===== src/rtl/regfile_pkg.sv =====
// Shared register-file constants, the dump-walker state type and the index
// stepping helper used by regfile_dump_reader.
package regfile_pkg;

  localparam int NUM_REGS = 32;
  localparam int ADDR_W   = 5;
  localparam int DATA_W   = 32;

  typedef enum logic [1:0] {
    IDLE = 2'd0,
    READ = 2'd1,
    SEND = 2'd2,
    DONE = 2'd3
  } dump_state_t;

  // Wrap modulo NUM_REGS; with x0 skipping, a wrap to 0 lands on 1 instead.
  function automatic logic [ADDR_W-1:0] next_idx(input logic [ADDR_W-1:0] cur,
                                                 input logic              skip_x0);
    logic [ADDR_W-1:0] n;
    n = cur + 1'b1;
    if (skip_x0 && (n == '0)) begin
      n = {{(ADDR_W-1){1'b0}}, 1'b1};
    end
    return n;
  endfunction

endpackage


===== src/rtl/regfile_dump_reader.sv =====
// Walks an inclusive, wrap-capable register index range on the second read
// port and streams one captured word per register over valid/ready.
module regfile_dump_reader #(
  parameter int NUM_REGS = regfile_pkg::NUM_REGS,
  parameter int ADDR_W   = regfile_pkg::ADDR_W,
  parameter int DATA_W   = regfile_pkg::DATA_W,
  parameter bit SKIP_X0  = 1'b0
) (
  input  logic              clk,
  input  logic              rst,
  input  logic              start,
  input  logic [ADDR_W-1:0] start_addr,
  input  logic [ADDR_W-1:0] end_addr,
  input  logic              abort,
  output logic [ADDR_W-1:0] rd_addr,
  input  logic [DATA_W-1:0] rd_data,
  output logic              out_valid,
  input  logic              out_ready,
  output logic [DATA_W-1:0] out_data,
  output logic [ADDR_W-1:0] out_index,
  output logic              busy,
  output logic              done
);

  import regfile_pkg::*;

  localparam logic [ADDR_W-1:0] LAST_IDX = ADDR_W'(NUM_REGS - 1);
  localparam logic [ADDR_W-1:0] ONE_IDX  = ADDR_W'(1);

  dump_state_t       state_q, state_d;
  logic [ADDR_W-1:0] cur_q, cur_d;
  logic [ADDR_W-1:0] end_q, end_d;
  logic [DATA_W-1:0] out_data_q, out_data_d;
  logic [ADDR_W-1:0] out_index_q, out_index_d;

  always_comb begin
    state_d     = state_q;
    cur_d       = cur_q;
    end_d       = end_q;
    out_data_d  = out_data_q;
    out_index_d = out_index_q;

    unique case (state_q)
      IDLE: begin
        if (start) begin
          end_d   = end_addr;
          cur_d   = start_addr;
          state_d = READ;
          // With x0 skipped, a walk starting at 0 begins at 1; 0..0 is empty.
          if (SKIP_X0 && (start_addr == '0)) begin
            cur_d = ONE_IDX;
            if (end_addr == '0) begin
              state_d = DONE;
            end
          end
        end
      end

      READ: begin
        if (abort) begin
          state_d = IDLE;
        end else begin
          out_data_d  = rd_data;
          out_index_d = cur_q;
          state_d     = SEND;
        end
      end

      SEND: begin
        if (abort) begin
          state_d = IDLE;
        end else if (out_ready) begin
          if (cur_q == end_q) begin
            state_d = DONE;
          end else begin
            cur_d   = next_idx(cur_q, SKIP_X0);
            state_d = READ;
            // Wrapping past the top with end at 0 means the skipped x0 was last.
            if (SKIP_X0 && (cur_q == LAST_IDX) && (end_q == '0)) begin
              state_d = DONE;
            end
          end
        end
      end

      DONE: begin
        state_d = IDLE;
      end

      default: begin
        state_d = IDLE;
      end
    endcase
  end

  always_ff @(posedge clk) begin
    if (rst) begin
      state_q     <= IDLE;
      cur_q       <= '0;
      end_q       <= '0;
      out_data_q  <= '0;
      out_index_q <= '0;
    end else begin
      state_q     <= state_d;
      cur_q       <= cur_d;
      end_q       <= end_d;
      out_data_q  <= out_data_d;
      out_index_q <= out_index_d;
    end
  end

  // All outputs decode from registered state only, so out_ready never
  // reaches out_valid combinationally.
  assign rd_addr   = (state_q == READ) ? cur_q : '0;
  assign out_valid = (state_q == SEND);
  assign out_data  = out_data_q;
  assign out_index = out_index_q;
  assign busy      = (state_q != IDLE);
  assign done      = (state_q == DONE);

endmodule

===== config.mk =====
export PLATFORM = sky130hd
export DESIGN_NAME = regfile_dump_reader
export DESIGN_NICKNAME = d
export VERILOG_FILES = /design/src/rtl/regfile_pkg.sv /design/src/rtl/regfile_dump_reader.sv
export SDC_FILE = /design/constraint.sdc
export NUM_CORES = 1
export LEC_CHECK = 0
export ABC_AREA = 1
export CAP_MARGIN = 20
export CELL_PAD_IN_SITES_DETAIL_PLACEMENT = 0
export CELL_PAD_IN_SITES_GLOBAL_PLACEMENT = 1
export CORE_MARGIN = 8
export CORE_UTILIZATION = 28
export CTS_CLUSTER_SIZE = 12
export DETAILED_ROUTE_END_ITERATION = 8
export PLACE_DENSITY = 0.81
export SLEW_MARGIN = 20
export SYNTH_ARGS = -nofsm -noshare
export SYNTH_HDL_FRONTEND = slang
export SYNTH_SLANG_ARGS = --single-unit

===== constraint.sdc =====
create_clock -name clk -period 1.7 [get_ports clk]
set_input_delay 0.34 -clock clk [delete_from_list [all_inputs] [get_ports clk]]
set_output_delay 0.34 -clock clk [all_outputs]
set_load 0.02 [all_outputs]

# Yosys cells after proc, flatten, opt, wreduce, memory -nomap -nowiden
# Cells that the tools add are included.
dict set report totals {
  regBits 49
  input_bits 47
  out_inout_bits 45
  elab_cells 35
}
dict set report classes {
  n_addsub 1
  n_eq_ne 9
  muxes 12
  n_bitwise 1
  n_reduce_logical 7
}
# cell n
set ops {}
lappend ops {{$mux 5} 5}
lappend ops {{$mux 2} 5}
lappend ops {{$pmux 5 s2} 1}
lappend ops {{$pmux 2 s4} 1}
lappend ops {{$ne 2x2->1 const B} 3}
lappend ops {{$reduce_and 2->1} 3}
lappend ops {{$add 5x1->5 const B} 1}
lappend ops {{$eq 5x5->1} 1}
lappend ops {{$reduce_and 5->1} 1}
lappend ops {{$eq 2x2->1 const B} 2}
lappend ops {{$reduce_bool 2->1} 2}
lappend ops {{$ne 3x2->1 const B} 1}
lappend ops {{$eq 2x1->1 const B} 1}
lappend ops {{$logic_not 2->1} 1}
lappend ops {{$ne 2x1->1 const B} 1}
lappend ops {{$not 1->1} 1}

# Logic depth before layout (Yosys ltp)
# Gate-level depths: netlist of run 1.
dict set report depth {
  ltp_word 5
  ltp_mapped 11
}

# Worst setup path after synthesis of run 1
# OpenSTA, ideal clock, no wires.
dict set report synth_path {
  path_kind {flip-flop to output port}
  start {register state_q[0]}
  end {output rd_addr[0]}
  t_arrival_ns 1.058
  path_slack_ns 0.302
  path_stages_with_launch 6
  cell_sequence {dfxtp_1 -> inv_1 -> nor2_2 -> buf_2 -> inv_1 -> nor2_1}
}
dict set report synth_via {
  elab_chain_len 2
}
# item line
set synth_rtl {}
lappend synth_rtl {{start, declared} regfile_dump_reader.sv:30} ;# dump_state_t state_q, state_d;
lappend synth_rtl {{start signal, assigned} regfile_dump_reader.sv:104} ;# state_q <= state_d;
lappend synth_rtl {{$eq 2x1->1} regfile_dump_reader.sv:114} ;# assign rd_addr = (state_q == READ) ? cur_q : '0;
lappend synth_rtl {{$mux 5} regfile_dump_reader.sv:114}
lappend synth_rtl {{end, declared} regfile_dump_reader.sv:15} ;# output logic [ADDR_W-1:0] rd_addr,
# Every way passes these cells.

# Worst setup path after layout of run 1
dict set report layout_path {
  start {register out_data_q[31] (netlist: out_data[31])}
  end {output out_data[31]}
}
# item line
set layout_rtl {}
lappend layout_rtl {{start, declared} regfile_dump_reader.sv:33} ;# logic [DATA_W-1:0] out_data_q, out_data_d;
lappend layout_rtl {{start signal, assigned} regfile_dump_reader.sv:107} ;# out_data_q <= out_data_d;
lappend layout_rtl {{end, declared} regfile_dump_reader.sv:19} ;# output logic [DATA_W-1:0] out_data,
# No word-level cell between the ends.

==> results of run 1 <==
[placed cells by master, fill, tap and decap left out, drive strengths merged]
cell type / netlist / final
nand3: 41 / 41
nand4: 2 / 2
clkdlybuf4s50: 0 / 83
xnor2: 1 / 1
buf: 14 / 22
nand2: 74 / 74
inv: 19 / 19
dlygate4sd2: 0 / 3
o21ai: 7 / 7
ha: 1 / 1
dfxtp: 49 / 49
nor2: 26 / 26
a211oi: 1 / 1
a21oi: 43 / 43
clkbuf: 5 / 8
a22oi: 2 / 2
[final cells by class]
type / count / area share
Clock buffer: 8 / 0.0250
Tap cell: 99 / 0.0387
Sequential cell: 49 / 0.307
Timing Repair Buffer: 108 / 0.317
Multi-Input combinational cell: 198 / 0.289
Inverter: 19 / 0.0230
[state kept, by name, summed over array words and instances (netlist names)]
name and count:
out_data 32, cur_q 5, end_q 5, out_index 5, state_q 2
[stage by stage]
stage               cell area (µm²)   util  setup slack, ns
floorplan                      2080      -            0.302
global placement               3140  0.435           0.0411
detailed placement             3140  0.435          0.00724
CTS                            3220  0.446           0.0144
global route                   3200  0.444           0.0375
finish                         3200  0.444            0.113
[routing by layer]
metal,share of wire,track usage,up-vias
met1,0.47,0.153,934
met3,0.059,0.0354,2
met5,0,0,-
met4,0.0028,0.0237,0
li1,-,-,1115
met2,0.47,0.186,53
[power by group]
part	leakage, nW	internal, mW	switching (mW)
combinational	0.787	0.243	0.257
sequential	0.399	1.20	0.0266
clock	0.0395	0.293	0.362
total	1.23	1.74	0.646
[worst min-delay path by stage]
stage,start,cells after the start,to
after global placement,out_data[27],2,out_data[27]
after detailed placement,out_data[10],2,out_data[10]
final,out_data[29],2,out_data[29]
after floorplan,end_q[0],2,end_q[0]
after CTS,out_data[10],2,out_data[10]
after global routing,out_data[7],2,out_data[7]
[tightest hold or removal path: cells and delay by family (launching register included)]
kind / cells / cell delay (ns)
compound gates: 1 / 0.05
simple gates: 1 / 0.06
flops: 1 / 0.31
[logic make-up after synthesis]
| family | after synthesis | synth area share |
|---|---|---|
| buffers and inverters | 38 | 0.0836 |
| adder cells (fa/ha/maj) | 1 | 0.00602 |
| AO/OA/AOI/OAI | 53 | 0.131 |
| XOR/XNOR | 1 | 0.00421 |
| flip-flops | 49 | 0.472 |
| AND/OR/NAND/NOR | 143 | 0.303 |
==> impl_results.md, run 1 <==
* Share of layout cells above drive strength 1 at 0.113
* Worst-Skew Late Latency at 0.29 ns
* Area delta synth->final at 54.0%
* GRT Residual Overflow at 0
* Final cell count without fillers at 481
* Most numerous cell in the Yosys netlist: nand2_1
* Clock skew at 0.0115 ns
* Slowest library cell on the worst path: clkdlybuf4s50_1
* CTS tree: yes
* CP cell instances: clkdlybuf4s50_1
* Leading post-synthesis cells by cell area: dfxtp_1, nand2_1, a21oi_1, nand3_1, nor2_1
* Hold WS at 0.461 ns
* Pwr per Cell Area at 743 nW/µm²
* Yosys warns at 0
* Reg area at 982 µm²
* Dpl cells at 473
* CTS-repair resized insts at 20
* CTS root buf: clkbuf_8
* WP depth at 1
* Critical path destination: out_data[31]
* 1st-pass router iterations at 4
* Worst-Margin Slew at 0.351 ns
* Final nets at 429
* HPWL Detailed at 4.79 mm
* Synth cell types at 21
* CTS Hold Bufs at 0
* Static Leak at 1.23 nW
* Number of global-route vias before repair at 1,990
* Row Count at 31
* Yosys top cell by area: dfxtp_1
* Reg2reg end: out_data[5]
* Max incr delay on CP at 0.61 ns
* Critical Path Source: out_data[31]
* Routed WL at 6.38 mm
* Reg2reg path depth at 7
* Synth Register Bits at 49
* Setup violations, final at 0
* Post-CTS Setup Bufs at 0
* Post-Syn Area at 2080 µm²
* Setup TNS at 0 ns
* Via count at 2,104
* IO Port Bufs at 91
* Starting DRC count in detailed routing at 57
* WS Path Type: reg2out
* Drt via density at 4.37
* Largest net degree at the start of global routing at 39
* Mapped Nets at 333
* Post-synth EDFFs at 0
* Rel. slew slack at 0.766
* CTS Buffer Depth at 2
* Post-synth ARST share at 0
* RePlAce Congestion at 0.775
* Final Power at 2.38 mW
* Final Max Slew Viols at 0
* Syn avg cell area at 7.30 µm²
* Area occupied by multi-input gates at 927 µm²
* Die area at 10,400 µm²
* Antenna-violating nets left at 0
* RSZ-0062 raised after global routing: false
* Arrival time worst endpoint at 1.25 ns
* Status: finished, final reports clean
* Detailed-route DRC error count at 0
* Total track usage at 0.117
* Synth Flop Type: dfxtp_1
* Initial Util at 0.288
* Final hold violation count at 0
* Largest delay share family, worst path: buffers and inverters
* H-tree depth at 2
* DR WL/cell at 13.3 µm
* Peak Freq at 630 MHz
* Worst min path class: reg2reg
* Final period util at 0.934
* Fin crit period at 1.59 ns
* Antenna Cells at 0
* Buf/Inv on CP at 1
* TritonCTS Sinks at 49
* Fillcell total at 770
* Top post-synthesis cells by count: nand2_1, dfxtp_1, a21oi_1
* Critical R2R Launch: state_q[0]
* Crit path max fanout at 2
* Global-route wire length before repair at 9.80 mm
* Reg clk slew, reported paths at 0.08 ns
* VDD IR-drop max at 0.263 mV
* Mapped Cells at 285
* # IOs at 92
* Max_cap viols at 0
* Die span in x at 102 µm
* Die Ht at 102 µm
* Yosys top cell area share at 0.472
* R2r setup slk at 0.21 ns
* Seq/Total Area, Yosys at 0.472
* Worst Setup End Kind: output port
* Initial antenna violation count at 0
* Core area at 7210 µm²
* Crit path launch type: flip-flop
* Number of buffers created by CTS at 5
* Req. time, crit path at 1.36 ns
Note: power is estimated with default switching activity, not from simulation.
==> run 2, diff against run 1 <==
Clock period 1.7 ns to 1.8 ns, I/O delays scaled along.
==> run 2 against run 1 <==
Register-to-register slack is essentially flat; routed wire length shrank 0.44%; sequential cell count is the same; first-iteration DRC count grew 82%; sequential share of layout area shrank 0.075 points; largest power group unchanged; highest routed layer unchanged.
==> impl_results.md, run 2 (synthesis results as in run 1) <==
* Final hold violation count at 0 (unchanged)
* Reg2reg end: out_index[0]
* Area after DPL at 3130 µm² (-0.24%)
* Antenna-violating nets left at 0 (unchanged)
* Dpl cells at 472 (-0.21%)
* Most common cell after layout, fill and taps aside: clkdlybuf4s50_1
* Req. time, crit path at 1.44 ns (+0.08 ns)
* Global-route wire length before repair at 10.0 mm (+2.1%)
* Fillcell total at 793 (+3.0%)
* Post-CTS Setup Bufs at 0 (unchanged)
* CTS tree: yes
* Critical R2R Launch: state_q[0]
* R2r setup slk at 0.20 ns (about the same)
* Commonest cells after routing, fill and taps aside: clkdlybuf4s50_1, nand2_1, dfxtp_1, a21oi_1, nand3_1
* Row Count at 31 (unchanged)
* Crit path launch type: flip-flop
* Hold Path Sink: out_data[30]
* Final Core Density at 0.445 (+0.000520)
* Routed WL at 6.35 mm (-0.44%)
* Static Leak at 1.23 nW (+0.29%)
* CTS Hold Bufs at 0 (unchanged)
* Setup violations, final at 0 (unchanged)
* RePlAce Congestion at 0.773 (-0.30%)
* Share of layout cells above drive strength 1 at 0.110 (-0.00233)
* Max_cap viols at 0 (unchanged)
* Total track usage at 0.118 (+0.000819)
* Worst-Margin Slew at 0.398 ns (+0.0467 ns)
* Via count at 2,150 (+2.2%)
* Slowest library cell on the worst path: clkdlybuf4s50_1
* Crit path max fanout at 2 (unchanged)
* Min-delay src: out_data[30]
* Buf/Inv on CP at 1 (unchanged)
* Area occupied by multi-input gates at 925 µm² (-0.27%)
* Initial antenna violation count at 0 (unchanged)
* Max reg flops at 32 (unchanged)
* Worst-Skew Late Latency at 0.29 ns (about the same)
* Worst min path class: reg2reg
* Drt via density at 4.48 (+2.4%)
* DR WL/cell at 13.2 µm (-0.23%)
* Placement Setup Slack at 0.109 ns (+0.102 ns)
* Final Max Slew Viols at 0 (unchanged)
* H-tree depth at 2 (unchanged)
* Number of buffers created by CTS at 5 (unchanged)
* # IOs at 92 (unchanged)
* Setup TNS at 0 ns (unchanged)
* Peak Freq at 617 MHz
* Final period util at 0.901
* VDD IR-drop max at 0.400 mV (+52%)
* Area delta synth->final at 54.2%
* Setup WS post-layout at 0.179 ns (+0.0660 ns)
* Worst Setup End Kind: output port
* Fin crit period at 1.62 ns
* Reg area at 981 µm² (-0.13%)
* Critical Path Source: out_index[4]
* CP cell instances: clkdlybuf4s50_1
* 1st-pass router iterations at 4 (unchanged)
* HPWL Detailed at 4.80 mm (+0.23%)
* Final nets at 428 (-0.23%)
* Hold depth at 2 (unchanged)
* Number of global-route vias before repair at 2,080 (+4.5%)
* CTS Buffer Depth at 2 (unchanged)
* Arrival time worst endpoint at 1.26 ns (about the same)
* Max incr delay on CP at 0.63 ns (+0.02 ns)
* Detailed-route DRC error count at 0 (unchanged)
* Pwr per Cell Area at 725 nW/µm² (-2.5%)
* Initial Util at 0.288 (unchanged)
* Final cell count without fillers at 480 (-0.21%)
* Final cell area excluding filler cells at 3210 µm² (+0.12%)
* Die Ht at 102 µm (unchanged)
* Status: finished, final reports clean
* Hold WS at 0.462 ns (+0.00119 ns)
* GRT Residual Overflow at 0 (unchanged)
* Rel. slew slack at 0.735 (-0.0311)
* Antenna Cells at 0 (unchanged)
* Reg clk slew, reported paths at 0.08 ns (about the same)
* Reg2reg path depth at 7 (unchanged)
* RSZ-0062 raised after global routing: false
* Clock skew at 0.00547 ns (-0.00606 ns)
* Final Power at 2.33 mW (-2.3%)
* WS Path Type: reg2out
* Starting DRC count in detailed routing at 104 (+82%)
* Die span in x at 102 µm (unchanged)
* TritonCTS Sinks at 49 (unchanged)
* Largest net degree at the start of global routing at 39 (unchanged)
* IO Port Bufs at 91 (unchanged)
* Die area at 10,400 µm² (unchanged)
* Largest delay share family, worst path: buffers and inverters
* CTS root buf: clkbuf_8
* Core area at 7210 µm² (unchanged)
-- run 2: cell count changes in the layout (fill, tap and decap cells not counted), sizes merged --
cell	delta
clkinv	+1
clkbuf	+4
buf	-6
-- run 2: metal layers --
metal,vias up,part of all wire,global-route usage
li1,1115,-,-
met1,971,0.46,0.148
met2,59,0.46,0.192
met3,5,0.075,0.0375
met4,0,0.0054,0.0271
met5,-,0,0
-- run 2: area by class of cell --
class	instances	share of cell area
tap	99	0.0386
timing repair buffer	107	0.313
sequential	49	0.306
inverter	19	0.0230
clock inverter	1	0.00156
clock buffer	7	0.0300
multi-input combinational	198	0.288
-- run 2: how the worst max path moves through the flow --
stage	to	cells after the start	slack, ns
global placement	rd_addr[2]	5	0.12
global route	out_index[3]	7	0.03
floorplan	rd_addr[0]	5	0.38
finish	out_index[4]	1	0.18
detailed placement	rd_addr[2]	5	0.11
CTS	rd_addr[2]	5	0.03
-- run 2: what timing repair did --
item / 4_1_cts / 5_1_grt
endpoints found under the hold margin: 0 / 0
pin swaps: 0 / 0
resized for setup: 8 / 10
endpoints found under the setup margin: 8 / 5
-- run 2: power by group --
group / switching (mW) / internal, mW
Clock: 0.354 / 0.348
Sequential: 0.0240 / 1.13
Combinational: 0.242 / 0.226
==> run 3, diff against run 2 <==
==> constraint.sdc (replaced) <==
create_clock -name clk -period 1.8 [get_ports clk]
set_input_delay 0.18 -clock clk [delete_from_list [all_inputs] [get_ports clk]]
set_output_delay 0.18 -clock clk [all_outputs]
set_load 0.02 [all_outputs]
==> run 3 against run 2 <==
Global-route usage shrank 0.057 points; cell area shrank 1.1%; cell count shrank 1.3%; clock-buffer cell count shrank 2; routed wire length shrank 1.7%; sequential cell count is the same; largest power group unchanged.
==> impl_results.md, run 3 (synthesis results as in run 1) <==
* Worst min path class: in2reg
* Worst-Margin Slew at 0.370 ns (-0.0282 ns)
* Crit path max fanout at 4 (+2)
* H-tree depth at 2 (unchanged)
* Arrival time worst endpoint at 1.47 ns (+0.21 ns)
* Area delta synth->final at 52.5%
* Antenna Cells at 0 (unchanged)
* IO Port Bufs at 91 (unchanged)
* Most common cell after layout, fill and taps aside: clkdlybuf4s50_1
* Min-delay src: rd_data[20]
* Fin crit period at 1.65 ns (+0.0299 ns)
* Crit path launch type: flip-flop
* Initial antenna violation count at 0 (unchanged)
* Status: finished, final reports clean
* CTS root buf: clkbuf_8
* Setup TNS at 0 ns (unchanged)
* Die span in x at 102 µm (unchanged)
* Starting DRC count in detailed routing at 83 (-20%)
* Hold depth at 3 (+1)
* Max reg flops at 32 (unchanged)
* HPWL Detailed at 4.74 mm (-1.3%)
* Clock skew at 0.00382 ns (-0.00165 ns)
* CTS Buffer Depth at 2 (unchanged)
* R2r setup slk at 0.31 ns (+0.11 ns)
* Die area at 10,400 µm² (unchanged)
* Reg clk slew, reported paths at 0.09 ns (about the same)
* TritonCTS Sinks at 49 (unchanged)
* Global-route wire length before repair at 9.80 mm (-2.1%)
* Static Leak at 1.21 nW (-1.9%)
* Number of global-route vias before repair at 2,060 (-0.96%)
* Final hold violation count at 0 (unchanged)
* RSZ-0062 raised after global routing: false
* DR WL/cell at 13.2 µm (-0.51%)
* Reg2reg end: out_data[6]
* Via count at 2,123 (-1.3%)
* Peak Freq at 606 MHz (-1.8%)
* Drt via density at 4.48 (about the same)
* Reg2reg path depth at 7 (unchanged)
* Die Ht at 102 µm (unchanged)
* Final Max Slew Viols at 0 (unchanged)
* WS Path Type: reg2out
* 1st-pass router iterations at 6 (+2)
* GRT Residual Overflow at 0 (unchanged)
* Hold WS at 0.457 ns (-0.00523 ns)
* Worst Setup End Kind: output port
* Commonest cells after routing, fill and taps aside: clkdlybuf4s50_1, nand2_1, dfxtp_1, a21oi_1, nand3_1
* Req. time, crit path at 1.62 ns (+0.18 ns)
* Final period util at 0.917 (+0.0166)
* Total track usage at 0.118 (-0.000568)
* RePlAce Congestion at 0.807 (+4.4%)
* Worst-Skew Late Latency at 0.29 ns (about the same)
* Largest net degree at the start of global routing at 33 (-15%)
* Share of layout cells above drive strength 1 at 0.0827 (-0.0276)
* Routed WL at 6.24 mm (-1.7%)
* Row Count at 31 (unchanged)
* Detailed-route DRC error count at 0 (unchanged)
* Final nets at 424 (-0.93%)
* # IOs at 92 (unchanged)
* Number of buffers created by CTS at 5 (unchanged)
* Setup violations, final at 0 (unchanged)
* Hold Path Sink: out_data[20]
* Rel. slew slack at 0.753 (+0.0182)
* Initial Util at 0.288 (unchanged)
* VDD IR-drop max at 0.368 mV (-8.1%)
* Core area at 7210 µm² (unchanged)
* Antenna-violating nets left at 0 (unchanged)
* Pwr per Cell Area at 697 nW/µm² (-3.8%)
* Max_cap viols at 0 (unchanged)
* CTS tree: yes
* Critical R2R Launch: state_q[0]
## run 3: changes by cell type in the layout (fill, tap and decap cells not counted)
cell,previous run,this run
dlygate4sd2_1,3,6
clkbuf_8,7,5
buf_4,16,12
clkdlybuf4s50_1,83,85
clkbuf_2,5,0
## run 3: metrics by stage
| step | cell area, µm² | power [mW] | worst slack (ns) | instances | util |
|---|---|---|---|---|---|
| finish | 3170 | 2.21 | 0.149 | 474 | 0.439 |
| global route | 3170 | 2.33 | 0.0117 | 474 | 0.439 |
| CTS | 3170 | 2.25 | 0.108 | 474 | 0.439 |
| detailed placement | 3100 | 1.65 | 0.256 | 468 | 0.430 |
| global placement | 3100 | 1.65 | 0.273 | 468 | 0.430 |
| floorplan | 2080 | 1.42 | 0.562 | 285 | - |
## run 3: worst max-delay path, cell delays in order, from the launching register on
cell,delay (ns)
dfxtp_1,0.41
nor2_1,0.11
inv_1,0.06
clkdlybuf4s50_1,0.60
## run 3: worst max-delay path by stage
stage | endpoint | cells after the start | start
6_report | busy | 3 | state_q[1]
5_1_grt | busy | 3 | state_q[1]
4_1_cts | busy | 3 | state_q[1]
3_5_place_dp | rd_addr[0] | 5 | state_q[0]
3_3_place_gp | rd_addr[0] | 5 | state_q[0]
2_1_floorplan | rd_addr[0] | 5 | state_q[0]
## run 3: layer usage
metal / vias to the layer above / wire length (µm) / global-route usage
li1: 1107 / - / -
met1: 949 / 2720 / 0.141
met2: 63 / 2950 / 0.194
met3: 4 / 526 / 0.0395
met4: 0 / 41 / 0.0339
met5: - / 0 / 0
## run 3: power by group
group / leakage [nW] / internal (mW) / switching, mW
Combinational: 0.767 / 0.222 / 0.232
Clock: 0.0399 / 0.256 / 0.337
Sequential: 0.399 / 1.13 / 0.0324
## run 3: area by class of cell
type | instances | area, µm²
inverters | 19 | 73.8
repair buffers | 103 | 993
clock buffers | 5 | 68.8
fillers | 755 | 4040
multi-input cells | 198 | 925
clock inverters | 1 | 5.00
flip-flops and latches | 49 | 981
well taps | 99 | 124
## run 3: timing repair
| item | 4_1_cts | 5_1_grt |
|---|---|---|
| buffers inserted | 0 | 0 |
| gates resized for setup | 6 | 0 |
| endpoints found under the setup margin | 6 | 0 |
| hold buffers | 0 | 0 |
